<file path="src/rtl/run_ctrl_pkg.sv">
// Shared types and default constants for the run controller.
// State encoding is fixed at 3 bits; unused codes recover to HOLD.
package run_ctrl_pkg;

  typedef enum logic [2:0] {
    HOLD   = 3'd0,
    IDLE   = 3'd1,
    RUN    = 3'd2,
    PAUSED = 3'd3,
    DONE   = 3'd4
  } state_t;

  localparam int DEF_RESET_CYCLES = 2;
  localparam int DEF_CNT_W        = 32;

endpackage

</file>
<file path="src/rtl/run_ctrl_if.sv">
// Control/status bundle between a host (master) and the run controller (slave).
// pause_count exists only when RUN_CTRL_PAUSE_COUNT_EN is defined.
interface run_ctrl_if
  import run_ctrl_pkg::*;
#(
  parameter int CNT_W = DEF_CNT_W
) ();

  logic             start;
  logic [CNT_W-1:0] budget;
  logic             pause;
  logic             halt_req;
  logic             core_reset;
  logic             running;
  logic             done;
  logic             halted;
  logic [CNT_W-1:0] cycle_count;
`ifdef RUN_CTRL_PAUSE_COUNT_EN
  logic [CNT_W-1:0] pause_count;
`endif

  modport master (
`ifdef RUN_CTRL_PAUSE_COUNT_EN
    input  pause_count,
`endif
    output start, budget, pause, halt_req,
    input  core_reset, running, done, halted, cycle_count
  );

  modport slave (
`ifdef RUN_CTRL_PAUSE_COUNT_EN
    output pause_count,
`endif
    input  start, budget, pause, halt_req,
    output core_reset, running, done, halted, cycle_count
  );

endinterface

</file>
<file path="src/rtl/run_ctrl_hold_cnt.sv">
// Core-reset stretch counter: counts up while not cleared and flags the last
// cycle of the hold window; parks on terminal count until cleared.
module run_ctrl_hold_cnt
  import run_ctrl_pkg::*;
#(
  parameter int RESET_CYCLES = DEF_RESET_CYCLES
) (
  input  logic clock,
  input  logic reset,
  input  logic clear,
  output logic tc
);

  localparam int W = (RESET_CYCLES > 1) ? $clog2(RESET_CYCLES) : 1;
  localparam logic [W-1:0] LAST = W'(RESET_CYCLES - 1);

  logic [W-1:0] hold_cnt;

  always_ff @(posedge clock or posedge reset) begin
    if (reset)
      hold_cnt <= '0;
    else if (clear)
      hold_cnt <= '0;
    else if (!tc)
      hold_cnt <= hold_cnt + W'(1);
  end

  assign tc = (hold_cnt == LAST);

endmodule

</file>
<file path="src/rtl/run_ctrl.sv">
// Run controller: stretches core reset, then runs the core for a loaded cycle
// budget with pause/halt, reporting a sticky done flag. Optional: RUN_CTRL_PAUSE_COUNT_EN.
module run_ctrl
  import run_ctrl_pkg::*;
#(
  parameter int RESET_CYCLES = DEF_RESET_CYCLES,
  parameter int CNT_W        = DEF_CNT_W
) (
  input  logic   clock,
  input  logic   reset,
  run_ctrl_if.slave bus
);

  state_t           state, state_nxt;
  logic             hold_tc;
  logic             last_cycle;
  logic             count_en;
  logic [CNT_W-1:0] budget_q;
  logic [CNT_W-1:0] cycle_count;
  logic             halted;

  // Counter is held at zero outside HOLD so every entry starts a full window.
  run_ctrl_hold_cnt #(.RESET_CYCLES(RESET_CYCLES)) u_hold_cnt (
    .clock (clock),
    .reset (reset),
    .clear (state != HOLD),
    .tc    (hold_tc)
  );

  assign last_cycle = (cycle_count + CNT_W'(1)) == budget_q;
  assign count_en   = bus.halt_req || last_cycle || !bus.pause;

  always_ff @(posedge clock or posedge reset) begin
    if (reset)
      state <= HOLD;
    else
      state <= state_nxt;
  end

  always_comb begin
    state_nxt = state;
    case (state)
      HOLD:   if (hold_tc) state_nxt = IDLE;
      IDLE:   if (bus.start) state_nxt = (bus.budget == '0) ? DONE : RUN;
      RUN: begin
        if (bus.halt_req || last_cycle) state_nxt = DONE;
        else if (bus.pause)             state_nxt = PAUSED;
      end
      PAUSED: begin
        if (bus.halt_req)    state_nxt = DONE;
        else if (!bus.pause) state_nxt = RUN;
      end
      DONE:   if (bus.start) state_nxt = HOLD;
      default: state_nxt = HOLD;
    endcase
  end

  always_comb begin
    bus.core_reset = (state == HOLD);
    bus.running    = (state == RUN);
    bus.done       = (state == DONE);
  end

  always_ff @(posedge clock or posedge reset) begin
    if (reset) begin
      budget_q    <= '0;
      cycle_count <= '0;
      halted      <= 1'b0;
    end else begin
      case (state)
        IDLE: if (bus.start) begin
          budget_q    <= bus.budget;
          cycle_count <= '0;
          halted      <= 1'b0;
        end
        RUN: begin
          if (count_en)     cycle_count <= cycle_count + CNT_W'(1);
          if (bus.halt_req) halted <= 1'b1;
        end
        PAUSED: if (bus.halt_req) halted <= 1'b1;
        DONE:   if (bus.start) halted <= 1'b0;
        default: ;
      endcase
    end
  end

  assign bus.cycle_count = cycle_count;
  assign bus.halted      = halted;

`ifdef RUN_CTRL_PAUSE_COUNT_EN
  logic [CNT_W-1:0] pause_count;

  always_ff @(posedge clock or posedge reset) begin
    if (reset)
      pause_count <= '0;
    else if (state == IDLE && bus.start)
      pause_count <= '0;
    else if (state == PAUSED && pause_count != '1)
      pause_count <= pause_count + CNT_W'(1);
  end

  assign bus.pause_count = pause_count;
`endif

endmodule

</file>
<file path="src/flat_wrapper.sv">
// flat-port wrapper written by rule: the top's interface ports become plain ports
module run_ctrl_flat import run_ctrl_pkg::*;
#(
  parameter int RESET_CYCLES = DEF_RESET_CYCLES,
  parameter int CNT_W        = DEF_CNT_W
)
  (clock, reset, bus_start, bus_budget, bus_pause, bus_halt_req, bus_core_reset, bus_running, bus_done, bus_halted, bus_cycle_count);
  run_ctrl_if #(.CNT_W(CNT_W)) bus_i ();
  input  logic clock;
  input  logic reset;
  input wire logic [$bits(bus_i.start)-1:0] bus_start;
  input wire logic [$bits(bus_i.budget)-1:0] bus_budget;
  input wire logic [$bits(bus_i.pause)-1:0] bus_pause;
  input wire logic [$bits(bus_i.halt_req)-1:0] bus_halt_req;
  output wire logic [$bits(bus_i.core_reset)-1:0] bus_core_reset;
  output wire logic [$bits(bus_i.running)-1:0] bus_running;
  output wire logic [$bits(bus_i.done)-1:0] bus_done;
  output wire logic [$bits(bus_i.halted)-1:0] bus_halted;
  output wire logic [$bits(bus_i.cycle_count)-1:0] bus_cycle_count;
  assign bus_i.start = bus_start;
  assign bus_i.budget = bus_budget;
  assign bus_i.pause = bus_pause;
  assign bus_i.halt_req = bus_halt_req;
  assign bus_core_reset = bus_i.core_reset;
  assign bus_running = bus_i.running;
  assign bus_done = bus_i.done;
  assign bus_halted = bus_i.halted;
  assign bus_cycle_count = bus_i.cycle_count;
  run_ctrl #(.RESET_CYCLES(RESET_CYCLES), .CNT_W(CNT_W)) u_core (.clock(clock), .reset(reset), .bus(bus_i));
endmodule
</file>
<file path="config.mk">
export PLATFORM = sky130hd
export DESIGN_NAME = run_ctrl_flat
export DESIGN_NICKNAME = d
export VERILOG_FILES = /design/src/rtl/run_ctrl_pkg.sv /design/src/rtl/run_ctrl_if.sv /design/src/rtl/run_ctrl_hold_cnt.sv /design/src/rtl/run_ctrl.sv /design/src/flat_wrapper.sv
export SDC_FILE = /design/constraint.sdc
export NUM_CORES = 1
export LEC_CHECK = 0
export BUFFER_PORTS_ARGS = -buffer_cell sky130_fd_sc_hd__buf_2
export CAP_MARGIN = 30
export CORE_ASPECT_RATIO = 1.2
export CORE_MARGIN = 3
export CORE_UTILIZATION = 33
export DETAILED_ROUTE_END_ITERATION = 10
export PLACE_DENSITY_LB_ADDON = 0.2
export SYNTH_ARGS = -nofsm -noshare
export SYNTH_HDL_FRONTEND = slang
export SYNTH_SLANG_ARGS = --single-unit
</file>
<file path="constraint.sdc">
create_clock -name clock -period 9.4 [get_ports clock]
set_input_delay 1.41 -clock clock [delete_from_list [all_inputs] [get_ports clock]]
set_output_delay 1.41 -clock clock [all_outputs]
set_load 0.03 [all_outputs]
</file>
==> out/qor.csv <==
stage;metric;value;unit
power_and_ir_drop;power;1287;µW
critical_path;path_max_fanout;17;
final_layout;insertedDiodeCount;0;
timing;fin_crit;4.227;ns
critical_path;crit_type;reg2reg;
final_layout;nets;603;
yosys;synth_nets;551;
drt;viasPerCell;5.502;
global_route;grt_max_degree;70;
final_layout;design_area;0.005144;mm²
yosys;synth-edff-count;0;
yosys;yosys-top-cells-count;nand2_1 (129), dfrtp_1 (69), xnor2_1 (27);
yosys;ys.flop_type;dfrtp_1;
final_layout;layout-drive-gt1-share;0.1968;
yosys;synth_top_area_frac;0.3935;
yosys;synth_area_leaders;dfrtp_1 (39%), nand2_1 (11%), xnor2_1 (5.4%);
clock_network;cts_resized;0;
worst_hold_path;hold_path_class;reg2reg;
global_route;grt_pass1_wl;21.49;mm
clock_network;clk_pin_slew_worst_paths;0.06;ns
timing;slew_headroom;0.4050;
drt;ant_nets;0;
timing;drv_slew;0;
die;core-area;0.01284;mm²
drt;routedWlPerCell;17.77;µm
place;dpl_cell_area;0.004843;mm²
place;gp_congestion;0.8917;
clock_network;cts.sinks;69;
yosys;yosysTopAreaCell;dfrtp_1;
die;ioPinCount;73;
critical_path;required;9.63;ns
final_layout;multi_input_area;0.002487;mm²
yosys;ys_types;62;
place;io_buffers;72;
die;die_area;0.01472;mm²
power_and_ir_drop;power_density;250.1;mW/mm²
final_layout;fillCellCount;1342;
yosys;syn_inst;513;
timing;hold_ws;0.5092;ns
clock_network;cts-root-buf;clkbuf_16;
global_route;grt_overflow;0;
clock_network;post-cts-setup-buffer-count;0;
yosys;synth-seq-cells;69;
global_route;grt.total_usage;0.1812;
yosys;yosysSeqAreaShare;0.3935;
power_and_ir_drop;total_leakage_power;0.002208;µW
run;maxCapViolCount;0;
drt;dr.pass1.iters;4;
timing;hold_viol_final;0;
drt;vias;4033;
drt;routed_wl;13.02;mm
place;place_hpwl;9.580;mm
drt;drt-initial-drc-count;192;
yosys;synth.most_common_cell;nand2_1;
yosys;yosys_warnings;0;
timing;grt_setup_unrepaired;no;
clock_network;numCtsBuffers;9;
status;status;finished, final reports clean;
power_and_ir_drop;vdd_drop_max;0.1113;mV
die;start_util;0.3418;
clock_network;clock_latency;0.33;ns
yosys;syn_area;0.004388;mm²
drt;drc;0;
critical_path;crit_path_end_kind;flop;
die;die_w;111.3;µm
final_layout;syn_to_final_growth;17.22;%
timing;max_freq;236.6;MHz
final_layout;seq_area;0.001727;mm²
die;die_h;132.3;µm
yosys;syn_avg_cell_area;8.554;µm²
timing;finalSetupViolCount;0;
timing;period_share;0.4496;
timing;setup_tns;0;ns
timing;worst_pin_slew;0.8924;ns
clock_network;clock_path_buffers;2;
global_route;antenna_found_initial;0;
clock_network;hold_buffers;0;
global_route;grt_pass1_vias;3955;
critical_path;crit_path_start_kind;flop;
die;num_rows;45;
timing;fin_worst_skew;0.005394;ns
clock_network;cts_tree;done;
clock_network;htreeDepth;3;
yosys;ys_async_sr_fraction;1.000;
critical_path;cp.arrival;4.45;ns
cells by family (layout without fill, tap and decap cells):
family	after synthesis	count (layout)	synth area share
adders and majority gates	2	2	0.005132
muxes	18	18	0.04134
DFF	69	69	0.3935
xor gates and xnor gates	41	41	0.08184
AOI/OAI and AO/OA	75	75	0.1275
buffers and inverters	44	100	0.04391
and+or+nand+nor	264	264	0.3068
final timing paths:
check,from,endpoint,slack [ns],cells after the start
setup reg to reg,u_core.bus.cycle_count[0],u_core.bus.cycle_count[26],5.17,10
setup / recovery,u_core.bus.cycle_count[0],u_core.bus.cycle_count[26],5.17,10
hold / removal,u_core.budget_q[3],u_core.budget_q[3],0.51,2
max in group asynchronous,reset,u_core.budget_q[21],7.48,3
min in group asynchronous,reset,u_core.bus.cycle_count[10],1.35,3
hold reg to reg,u_core.budget_q[3],u_core.budget_q[3],0.51,2
stage by stage:
| step | cells | util | worst slack (ns) |
|---|---|---|---|
| 2_1_floorplan | 513 | - | 5.895 |
| 3_3_place_gp | 718 | 0.3773 | 5.212 |
| 3_5_place_dp | 718 | 0.3773 | 5.162 |
| 4_1_cts | 733 | 0.4007 | 5.151 |
| 5_1_grt | 733 | 0.4007 | 4.715 |
| 6_report | 733 | 0.4007 | 5.173 |
worst max-delay path, cell delays in order (launching register included):
cell	delay [ns]
dfrtp_1	0.47
ha_1	0.28
nand3_2	0.24
or3_1	0.66
nor3_1	0.26
nand3_1	0.13
or3_1	0.37
a2111oi_2	0.53
a211oi_4	0.26
nand2b_1	0.54
o31ai_1	0.37
area by class of cell:
| type | instances | area share |
|---|---|---|
| clock buffer | 11 | 0.04914 |
| inverter | 9 | 0.006568 |
| timing repair buffer | 76 | 0.07589 |
| multi-input combinational | 400 | 0.4836 |
| clock inverter | 4 | 0.009243 |
| tap | 164 | 0.03989 |
| sequential | 69 | 0.3357 |
layout by cell type, fill, tap and decap left out, types with 3 or more instances in the layout:
cell type	count
nand2_1	129
buf_2	72
dfrtp_1	69
xnor2_1	27
nor2_1	21
nand4_1	20
nor4_1	19
mux2i_1	17
nor3_1	14
xor2_1	14
o31ai_1	13
a21oi_1	10
nand3_1	10
o311ai_0	10
o21ai_0	9
clkbuf_16	9
nor2b_1	6
or4_1	6
inv_1	6
or2_2	5
or3_1	5
o211ai_1	5
nand3b_1	4
nor4_2	4
o311ai_1	4
buf_4	4
nor3b_1	3
nand2b_1	3
a31oi_1	3
flip-flops by register name (all words and copies together) (netlist names):
signal and cells:
u_core.bus.cycle_count 32, u_core.budget_q 32, u_core.u_hold_cnt.tc 1, u_core.state 3
u_core.bus.halted 1
layer usage:
layer,GRT usage,vias to the layer above,part of all wire
met4,0.05882,0,0.021
met3,0.03857,22,0.052
met5,0,-,0
met1,0.2430,1958,0.45
met2,0.2921,104,0.48
li1,-,1949,-
power by group:
part	leakage [µW]	switching, µW	internal [µW]	total, µW
Clock	0.000147	127	217	344
Combinational	0.00115	279	176	456
Sequential	0.000906	105	382	487
Total	0.00221	512	775	1290
Power figures use the tool's default switching activity.
